`config.mk`:
```
export PLATFORM = sky130hd
export DESIGN_NAME = random_victim_select
export DESIGN_NICKNAME = d
export VERILOG_FILES = /design/src/rtl/random_victim_select.sv
export SDC_FILE = /design/constraint.sdc
export NUM_CORES = 1
export LEC_CHECK = 0
export ABC_AREA = 1
export CELL_PAD_IN_SITES_DETAIL_PLACEMENT = 0
export CELL_PAD_IN_SITES_GLOBAL_PLACEMENT = 1
export CORE_ASPECT_RATIO = 2
export CORE_UTILIZATION = 39
export DETAILED_ROUTE_END_ITERATION = 12
export PLACE_DENSITY = 0.86
export SLEW_MARGIN = 20
export SYNTH_ARGS = -nofsm -noshare
export SYNTH_HDL_FRONTEND = slang
export SYNTH_SLANG_ARGS = --single-unit
```
`constraint.sdc`:
```
create_clock -name clk -period 3.5 [get_ports clk]
set_clock_uncertainty 0.2 [all_clocks]
set_input_delay 0.525 -clock clk [delete_from_list [all_inputs] [get_ports clk]]
set_output_delay 0.525 -clock clk [all_outputs]
set_load 0.01 [all_outputs]
```
`src/rtl/random_victim_select.sv`:
```
// Victim-way selector for the random replacement policy.
// Prefers an invalid, unlocked way. Otherwise it draws LFSR values and
// rejects candidates that are out of range or locked. After MAX_RETRY
// rejected draws it falls back to the lowest-index unlocked way.
// The result is returned to the cache controller with a one-cycle ack.
module random_victim_select #(
  parameter int WAYS      = 4,
  parameter int WAY_BITS  = 2,
  parameter int MAX_RETRY = 3
) (
  input  logic                clk,
  input  logic                rst,
  input  logic                req,
  input  logic [WAYS-1:0]     valid_mask,
  input  logic [WAYS-1:0]     lock_mask,
  input  logic [4:0]          rnd_data,
  output logic                lfsr_en,
  output logic                ack,
  output logic [WAY_BITS-1:0] victim,
  output logic                victim_was_invalid,
  output logic                no_victim
);

  typedef enum logic [2:0] {
    S_IDLE,
    S_SCAN,
    S_DRAW,
    S_WAIT,
    S_CHECK,
    S_DONE
  } state_t;

  state_t              state_q, state_d;
  logic [WAYS-1:0]     valid_q, valid_d;
  logic [WAYS-1:0]     lock_q, lock_d;
  logic [3:0]          retry_q, retry_d;
  logic [WAY_BITS-1:0] victim_q, victim_d;
  logic                inv_q, inv_d;
  logic                nov_q, nov_d;
  logic                lfsr_en_q;
  logic                ack_q;

  logic                free_found;
  logic [WAY_BITS-1:0] free_idx;
  logic [WAY_BITS-1:0] unl_idx;
  logic                all_locked;
  logic [WAY_BITS-1:0] cand;
  logic [31:0]         lock_pad;
  logic                cand_ok;
  logic [3:0]          retry_inc;
  logic                unused_rnd;

  // Only the low WAY_BITS of the LFSR word select a way.
  assign unused_rnd = ^rnd_data;

  // Lowest invalid-and-unlocked way and lowest unlocked way of the latched set.
  always_comb begin
    free_found = 1'b0;
    free_idx   = '0;
    unl_idx    = '0;
    for (int i = WAYS - 1; i >= 0; i--) begin
      if (!valid_q[i] && !lock_q[i]) begin
        free_found = 1'b1;
        free_idx   = WAY_BITS'(i);
      end
      if (!lock_q[i]) begin
        unl_idx = WAY_BITS'(i);
      end
    end
  end

  assign all_locked = &lock_q;
  assign cand       = rnd_data[WAY_BITS-1:0];
  // Zero-padded lock vector so an out-of-range candidate indexes safely.
  assign lock_pad   = 32'(lock_q);
  assign cand_ok    = (32'(cand) < 32'(WAYS)) && !lock_pad[cand];
  assign retry_inc  = retry_q + 4'd1;

  // Next-state and result selection.
  always_comb begin
    state_d  = state_q;
    valid_d  = valid_q;
    lock_d   = lock_q;
    retry_d  = retry_q;
    victim_d = victim_q;
    inv_d    = inv_q;
    nov_d    = nov_q;
    unique case (state_q)
      S_IDLE: begin
        if (req) begin
          valid_d = valid_mask;
          lock_d  = lock_mask;
          state_d = S_SCAN;
        end
      end
      S_SCAN: begin
        if (free_found) begin
          victim_d = free_idx;
          inv_d    = 1'b1;
          nov_d    = 1'b0;
          state_d  = S_DONE;
        end else if (all_locked) begin
          victim_d = '0;
          inv_d    = 1'b0;
          nov_d    = 1'b1;
          state_d  = S_DONE;
        end else begin
          retry_d = '0;
          state_d = S_DRAW;
        end
      end
      S_DRAW:  state_d = S_WAIT;
      S_WAIT:  state_d = S_CHECK;
      S_CHECK: begin
        if (cand_ok) begin
          victim_d = cand;
          inv_d    = 1'b0;
          nov_d    = 1'b0;
          state_d  = S_DONE;
        end else begin
          retry_d = retry_inc;
          if (retry_inc < 4'(MAX_RETRY)) begin
            state_d = S_DRAW;
          end else begin
            victim_d = unl_idx;
            inv_d    = 1'b0;
            nov_d    = 1'b0;
            state_d  = S_DONE;
          end
        end
      end
      S_DONE:  state_d = S_IDLE;
      default: state_d = S_IDLE;
    endcase
  end

  // Control state and registered outputs; pulses are decoded from the next state.
  always_ff @(posedge clk) begin
    if (rst) begin
      state_q   <= S_IDLE;
      retry_q   <= '0;
      lfsr_en_q <= 1'b0;
      ack_q     <= 1'b0;
      victim_q  <= '0;
      inv_q     <= 1'b0;
      nov_q     <= 1'b0;
    end else begin
      state_q   <= state_d;
      retry_q   <= retry_d;
      lfsr_en_q <= (state_d == S_DRAW);
      ack_q     <= (state_d == S_DONE);
      victim_q  <= victim_d;
      inv_q     <= inv_d;
      nov_q     <= nov_d;
    end
  end

  // Latched set masks; only meaningful after a request, so no reset needed.
  always_ff @(posedge clk) begin
    valid_q <= valid_d;
    lock_q  <= lock_d;
  end

  assign lfsr_en            = lfsr_en_q;
  assign ack                = ack_q;
  assign victim             = victim_q;
  assign victim_was_invalid = inv_q;
  assign no_victim          = nov_q;

endmodule
```
==> metrics.md, run 1 <==
| Metric | Value |
|---|---|
| Setup Fix Bufs, Post-CTS | `0` |
| Ys flop type | `dfxtp_1` |
| Final Net Count | `180` |
| Critical path launch point | `rnd_data[0]` |
| Worst-case clock buffer depth | `2` |
| Largest net degree at the start of global routing | `12` |
| Mean number of vias per cell | `4.87` |
| Setup TNS | `0 ps` |
| Clock sinks | `21` |
| Final max-slew violation count | `0` |
| Boundary pin count | `22` |
| Normalized max-slew margin | `0.754` |
| Hold/Removal Path Class | `reg2reg` |
| DIE HEIGHT | `76.6 um` |
| Core area | `2600 um2` |
| Synth Instances | `139` |
| Power Density | `682 nW/um2` |
| Outcome | `finished clean` |
| Crit path largest cell delay | `490 ps` |
| Crit Path Category | `in2reg` |
| PortBufs | `18` |
| Register Area | `500 um2` |
| Crit-path most repeated cell | `nand2_1` |
| Top post-synthesis cells by area | `dfxtp_1, edfxtp_1, nand2_1, nor2_1, inv_1` |
| Post-Syn Nets | `157` |
| Worst skew pair latency | `250 ps` |
| Max Freq | `517 MHz` |
| Fillers | `273` |
| Leak pwr | `0.000594 uW` |
| Family with the most delay on the worst path | `simple AND/OR/NAND/NOR gates` |
| Floorplan row count | `26` |
| N_diodes | `0` |
| WL/cell | `10.7 um` |
| Hold path start | `no_victim` |
| Share of layout cells above drive strength 1 | `0.161` |
| Worst-Margin Slew | `368 ps` |
| Detailed Place HPWL | `1640 um` |
| Post-Place Cells | `185` |
| Non-filler cells, final | `189` |
| RSZ-0062 raised after global routing | `false` |
| Final ANT Viol Nets | `0` |
| Worst R2R Start | `retry_q[0]` |
| Top-area cell type share of the netlist area | `0.240` |
| DR DRC count | `0` |
| Hold buffers post-CTS | `0` |
| Crit. End Element | `flip-flop` |
| Detailed-route via count | `921` |
| Final WL | `2030 um` |
| CTS clk-pin slew, worst paths | `70 ps` |
| Final worst path period share | `0.553` |
| Avg Inst Size Synth | `7.80 um2` |
| Vias in the first global route | `862` |
| CTS tree | `yes` |
| TritonRoute pass-1 iters | `4` |
| Bufs and invs on worst path | `3` |
| # Max-Cap Violations | `0` |
| Crit path DAT | `1890 ps` |
| Maximum vdd drop | `0.385 mV` |
| Min Hold Slack | `285 ps` |
| YS warnings | `0` |
| Iteration-0 DRC count of the detailed router | `3` |
| Sequential area share after synthesis | `0.461` |
| Asr flop ratio synth | `0` |
| Post-CTS sizing | `0` |
| Multi-input combinational cell area | `513 um2` |
| Tmin final | `1930 ps` |
| Most frequent cell after synthesis | `nand2_1` |
| Final setup viols | `0` |
| Initial antenna violation count | `0` |
| Startpoint types | `input port` |
| Worst path slowest cell | `clkdlybuf4s50_1` |
| Ordered list of cells on the worst path | `clkdlybuf4s50_1, inv_1, nand2_1, nand2_1, nand2_1, nand2_2, nand3_2, nand2_2, nand2_4, inv_2, nor2_1, nor2_2` |
| Gp weighted congestion | `0.724` |
| Cts bufs inserted | `3` |
| Synth area leader | `dfxtp_1` |
| Global Route Usage Sum | `0.165` |
| WP data required | `3460 ps` |
| Layout area overhead | `24.0%` |
| Initial core utilization | `0.417` |
| Synth Cell Area | `1080 um2` |
| First-pass GRT wire length | `3590 um` |
| Fin. Hold Viols | `0` |
| Die Width | `39.3 um` |
| Die area | `3010 um2` |
| #FFs+latches synth | `21` |
| Total grt overflow | `0` |
| Unique cell type count in the Yosys netlist | `23` |
| H-Tree Depth | `1` |
| Post-synth EDFFs | `8` |
| CP max FO | `5` |
| Clock root cell | `clkbuf_8` |
| Most common library cells after synthesis | `nand2_1, nor2_1, inv_1` |
[flip-flops by register name, summed over array words and instances, names as in the netlist]
register,count
ack,1
lfsr_en,1
lock_q,4
no_victim,1
retry_q,4
state_q,3
valid_q,4
victim,2
victim_was_invalid,1
[placed cells by master, fill, tap and decap left out]
cell type,Yosys,routed
a31oi_1,1,1
nand3_1,9,9
nor2_2,5,5
nand2_2,4,4
a22oi_1,1,1
nand2_1,28,28
clkbuf_1,0,1
nor3_2,1,1
nand4_1,3,3
nand2_4,3,3
nor2_4,1,1
o21ai_0,3,3
ha_1,2,2
and2_4,1,1
and3_1,1,1
clkdlybuf4s50_1,0,18
o21ai_1,4,4
inv_2,5,5
a21oi_1,3,3
dfxtp_1,13,13
nor3_1,1,1
nand3_2,3,3
clkbuf_8,0,3
nor2_1,25,25
inv_1,14,14
edfxtp_1,8,8
[logic make-up (layout without fill, tap and decap cells)]
| family | after synthesis | count (layout) | synth area share |
|---|---|---|---|
| buffers and inverters | 19 | 41 | 0.0657 |
| and+or+nand+nor | 85 | 85 | 0.391 |
| adders and majority gates | 2 | 2 | 0.0231 |
| AOI/OAI and AO/OA | 12 | 12 | 0.0588 |
| DFF | 21 | 21 | 0.461 |
[metal layers]
metal	share of wire	track usage	vias up
met2	0.58	0.285	9
met1	0.39	0.184	417
li1	-	-	493
met4	0.014	0.0724	0
met3	0.018	0.0262	2
met5	0	0	-
[power by group]
group          internal [uW]  total (uW)  switching, uW
logic                    163         381            218
registers                331         383           51.8
clock network           80.9         154           72.8
total                    574         917            343
[through the flow]
stage | setup WS, ps | power [uW] | instance area [um2] | util
3_3_place_gp | 1310 | 764 | 1300 | 0.500
5_1_grt | 1380 | 997 | 1350 | 0.517
6_report | 1570 | 917 | 1350 | 0.517
2_1_floorplan | 1950 | 654 | 1080 | -
3_5_place_dp | 1290 | 774 | 1300 | 0.500
4_1_cts | 1560 | 930 | 1350 | 0.517
[final timing paths]
kind	cells past startpoint	endpoint	slack, ps
worst max-delay path	12	victim_was_invalid	1570
worst min register to register	2	no_victim	280
worst max register to register	10	victim[1]	1770
worst min-delay path	2	no_victim	280
[final cells by class]
type,instances,share of cell area
Clock buffer,4,0.0335
Timing Repair Buffer,18,0.134
Tap cell,28,0.0260
Inverter,19,0.0530
Sequential cell,21,0.372
Multi-Input combinational cell,99,0.381
[worst reg2reg max path, stage by stage, from the launching register on]
cell and delay (ps):
dfxtp_1 430, ha_1 210, inv_1 40, nand2_1 50, nand2_1 70, nor2_1 160
nand3_2 100, nand2_2 120, nand2_4 80, nor2_1 120, nor2_2 50
No activity file was read; power rests on OpenSTA's default activity.
==> inputs of run 2 (changes only) <==
Settings changed: CORE_UTILIZATION 39 to 36, PLACE_DENSITY 0.86 to 0.8.
Clock period 3.5 ns to 1.95 ns, I/O delays scaled along.
==> metrics.md, run 2 (synthesis gave the netlist of run 1 again) <==
| Metric | Value |
|---|---|
| Clock sinks | `21 (unchanged)` |
| Initial antenna violation count | `0 (unchanged)` |
| Hold path depth | `2 (unchanged)` |
| RR Endpoint | `victim[0]` |
| Power Density | `1230 nW/um2 (+81%)` |
| RSZ-0062 raised after global routing | `false` |
| Mean number of vias per cell | `4.89 (+0.25%)` |
| Worst-Margin Slew | `348 ps (-20.3 ps)` |
| Fillers | `282 (+3.3%)` |
| PortBufs | `18 (unchanged)` |
| Gp weighted congestion | `0.744 (+2.8%)` |
| Crit. End Element | `flip-flop` |
| R2R depth | `11 (+1)` |
| Worst R2R Start | `retry_q[0]` |
| Core area | `2800 um2 (+7.7%)` |
| Largest net degree at the start of global routing | `14 (+2)` |
| Leak pwr | `0.000602 uW (+1.3%)` |
| Fin. Hold Viols | `0 (unchanged)` |
| Final worst path period share | `0.895` |
| Maximum vdd drop | `0.607 mV (+58%)` |
| Crit path largest cell delay | `430 ps (-60 ps)` |
| Area after DPL | `1320 um2 (+1.3%)` |
| Boundary pin count | `22 (unchanged)` |
| Biggest regs | `lock_q: 4 flops, retry_q: 4 flops, valid_q: 4 flops` |
| DR DRC count | `0 (unchanged)` |
| Crit path DAT | `1760 ps (-130 ps)` |
| CTS tree | `yes` |
| Final ANT Viol Nets | `0 (unchanged)` |
| Final max-slew violation count | `0 (unchanged)` |
| WP data required | `1960 ps (-1500 ps)` |
| Post-Place Cells | `188 (+1.6%)` |
| Final WL | `2230 um (+10%)` |
| Critical path launch point | `retry_q[0]` |
| Total grt overflow | `0 (unchanged)` |
| Most frequent cells in the layout | `nand2_1, nor2_1, clkdlybuf4s50_1` |
| Ordered list of cells on the worst path | `ha_1, inv_1, nand2_1, nand2_1, nor2_1, nand3_2, nand2_2, nand2_4, inv_2, nor2_1, nor2_2` |
| Max Freq | `573 MHz` |
| Floorplan row count | `27 (+3.8%)` |
| Die area | `3250 um2 (+8.0%)` |
| Tmin final | `1750 ps` |
| Detailed-route via count | `938 (+1.8%)` |
| Vias in the first global route | `880 (+2.1%)` |
| Iteration-0 DRC count of the detailed router | `14 (+11)` |
| Startpoint types | `flip-flop` |
| Normalized max-slew margin | `0.768 (+0.0135)` |
| Final Net Count | `182 (+1.1%)` |
| Design area | `1370 um2 (+1.5%)` |
| WL/cell | `11.6 um (+8.5%)` |
| Hold EP | `no_victim` |
| H-Tree Depth | `1 (unchanged)` |
| Global Route Usage Sum | `0.165 (-0.000363)` |
| Cts bufs inserted | `3 (unchanged)` |
| Worst skew pair latency | `270 ps (+20 ps)` |
| TritonRoute pass-1 iters | `4 (unchanged)` |
| Share of layout cells above drive strength 1 | `0.178 (+0.0164)` |
| Most common cell after layout, fill and taps aside | `nand2_1` |
| Final setup viols | `0 (unchanged)` |
| Hold buffers post-CTS | `0 (unchanged)` |
| Setup Fix Bufs, Post-CTS | `0 (unchanged)` |
| Layout area overhead | `25.8%` |
| DIE HEIGHT | `79.6 um (+4.0%)` |
| Hold path start | `no_victim` |
| Detailed Place HPWL | `1860 um (+13%)` |
| Hold/Removal Path Class | `reg2reg` |
| CTS clk-pin slew, worst paths | `80 ps (about the same)` |
| Initial core utilization | `0.387 (-0.0299)` |
| Worst path slowest cell | `dfxtp_1` |
| Post-CTS sizing | `0 (unchanged)` |
| Flop2flop setup slack | `200 ps (-1570 ps)` |
| # Max-Cap Violations | `0 (unchanged)` |
| First-pass GRT wire length | `3660 um (+2.1%)` |
| Non-filler cells, final | `192 (+1.6%)` |
| Setup TNS | `0 ps (unchanged)` |
| Clock root cell | `clkbuf_8` |
| N_diodes | `0 (unchanged)` |
| Die Width | `40.8 um (+3.9%)` |
| Worst-case clock buffer depth | `2 (unchanged)` |
| CP max FO | `6 (+1)` |
| Outcome | `finished clean` |
| Crit Path Category | `reg2reg` |
-- run 2: area by class of cell --
type                       count  area [um2]  area share
clock buffer                   3        41.3      0.0302
inverter                      19        71.3      0.0522
sequential                    21         500       0.367
multi-input combinational     99         513       0.376
timing repair buffer          20         195       0.143
tap                           29        36.3      0.0266
clock inverter                 1        7.51     0.00550
-- run 2: worst max-delay path by stage --
stage                          to  depth (start not counted)
4_1_cts                 victim[0]                         11
5_1_grt        victim_was_invalid                         11
2_1_floorplan           victim[1]                         10
3_3_place_gp            victim[0]                         12
6_report                victim[0]                         11
3_5_place_dp            victim[0]                         12
-- run 2: metrics by stage --
| stage | utilization | setup WS [ps] | total power, uW | hold slack, ps |
|---|---|---|---|---|
| final | 0.487 | 205 | 1680 | 285 |
| after global routing | 0.487 | 36.7 | 1820 | 319 |
| after CTS | 0.487 | 198 | 1700 | 290 |
| after detailed placement | 0.469 | -75.5 | 1410 | 276 |
| after global placement | 0.469 | -30.5 | 1390 | 271 |
| after floorplan | - | 413 | 1170 | 162 |
-- run 2: critical path, delay by kind of cell, from the launching register on --
kind	cells	cell delay, ps
adders and majority gates	1	200
buffers and inverters	2	140
DFF	1	430
and+or+nand+nor	8	710
-- run 2: metal layers --
metal / part of all wire / vias up / track usage
li1: - / 495 / -
met1: 0.35 / 430 / 0.148
met2: 0.61 / 8 / 0.314
met3: 0.023 / 5 / 0.0251
met4: 0.020 / 0 / 0.0700
met5: 0 / - / 0
-- run 2: report_power, final --
group | total, uW | leakage, uW | internal [uW] | switching [uW]
registers | 688 | 0.000182 | 593 | 95.1
logic | 695 | 0.000398 | 298 | 397
clock network | 297 | 0.0000217 | 145 | 153
total | 1680 | 0.000602 | 1040 | 645
==> variant: new RTL, flow settings as in run 1 <==
Re-encode `state_t` (6 states) as one-hot, 6 bits wide.
--- a/src/rtl/random_victim_select.sv
+++ b/src/rtl/random_victim_select.sv
@@ -21,13 +21,13 @@
   output logic                no_victim
 );
 
-  typedef enum logic [2:0] {
-    S_IDLE,
-    S_SCAN,
-    S_DRAW,
-    S_WAIT,
-    S_CHECK,
-    S_DONE
+  typedef enum logic [5:0] {
+    S_IDLE  = 6'b000001,
+    S_SCAN  = 6'b000010,
+    S_DRAW  = 6'b000100,
+    S_WAIT  = 6'b001000,
+    S_CHECK = 6'b010000,
+    S_DONE  = 6'b100000
   } state_t;
 
   state_t              state_q, state_d;
Behaviour: same outputs for any inputs over 10 cycles, from zero or initial values and one cycle with rst high; not proved beyond that.
==> variant against run 1 <==
Worst setup slack gained 0.062 ns. Cell count grew 11%. Area after synthesis grew 11%. Sequential share of layout area grew 0.79 points. Final area grew 9.7%. Routed wire length grew 5.8%. Sequential cell count grew 3. Critical path type unchanged. Critical endpoint is now retry_q[1].
Power is not compared: it rests on default switching activity, and its combinational part moved more than twofold at a synthesized area within 25%.
==> variant: results (changes against run 1) <==
stage,metric,value,unit,change
status,status,completed,,
pwr,Switching Fraction,23.8,%,
yosys,Post-Syn Nets,176,,+12%
grt,GR Util All Layers,16.4,%,-0.13 points
final_layout,share of cells above drive strength 1,10.6,%,-5.5 points
grt,first-pass GRT wire length,3840,µm,+6.9%
setup_path,CP max stage delay,0.49,ns,about the same
clock_network,TritonCTS Sinks,24,,+14%
yosys,Synth top cells by count,"nor2_1, nand2_1, inv_1",,
final_layout,nets@finish,198,,+10%
final_layout,Filler cells,306,,+12%
place,routability congestion estimate,0.742,,+2.5%
place,Placed Cells incl. Taps,205,,+11%
place,HPWL after DPL,1750,µm,+6.8%
final_layout,post-route design area,1480,µm²,+9.7%
setup_path,arrival time worst endpoint,1.84,ns,-0.05 ns
yosys,top post-synthesis cells by area,"dfxtp_1, edfxtp_1, nor2_1",,
final_layout,Antenna Cells,0,,unchanged
yosys,Unique masters post-synth,22,,-4.3%
yosys,post-synthesis sequential area ratio,46.5,%,+0.34 points
drt,Via density,4.86,,-0.24%
drt,1st-pass router iterations,5,,+1
yosys,Post-Synthesis Cells,158,,+14%
timing,Slew Limit Headroom,60.6,%,-15 points
place,"Cell Area, Placed",1420,µm²,+9.2%
place,Port Buf Inserts,18,,unchanged
grt,largest net degree at the start of global routing,14,,+2
grt,number of global-route vias before repair,986,,+14%
drt,final WL,2140,µm,+5.8%
drt,wire per inst,10.3,µm,-4.3%
place,Place WS,1.35,ns,+0.0651 ns
clock_network,setup bufs post-CTS,0,,unchanged
drt,first-iteration detailed-routing DRC count,11,,+8
clock_network,"Reg clk slew, reported paths",0.08,ns,
## variant: power by group through the flow
stage	sequential, mW	combinational (mW)	clock (mW)
global route	0.316	0.0905	0.203
floorplan	0.319	0.0518	0
CTS	0.313	0.0801	0.189
detailed placement	0.320	0.0799	0
global placement	0.319	0.0781	0
finish	0.313	0.0788	0.184
## variant: worst paths after layout
path / start / end / slack, ns / cells after the start
setup / recovery: rnd_data[0] / retry_q[1] / 1.63 / 10
hold / removal: no_victim / no_victim / 0.34 / 4
setup reg to reg: state_q[5] / lock_q[2] / 1.79 / 3
hold reg to reg: no_victim / no_victim / 0.34 / 4
## variant: cells by family after synthesis
group           count (synthesis)  synth area share (%)
compound gates                 14                  6.22
fa+ha+maj                       2                  2.07
buf+inv                        24                  7.47
flops                          24                  46.5
simple gates                   94                  37.8
## variant: worst max-delay path, delay by kind of cell
kind | cells | cell delay, ns
AND/OR/NAND/NOR | 7 | 0.69
buffers and inverters | 3 | 0.61
## variant: final cells by class
| class | instances | share of cell area, % |
|---|---|---|
| Sequential cell | 24 | 38.0 |
| Multi-Input combinational cell | 110 | 37.7 |
| Timing Repair Buffer | 18 | 12.2 |
| Inverter | 23 | 5.85 |
| Clock buffer | 4 | 3.73 |
| Tap cell | 30 | 2.54 |
## variant: layer usage
metal	part of all wire [%]	wire length [µm]	GRT usage [%]
met1	41	874	17.3
met2	55	1190	29.4
met3	1.9	40	2.49
met4	1.9	40	6.45
met5	0	0	0
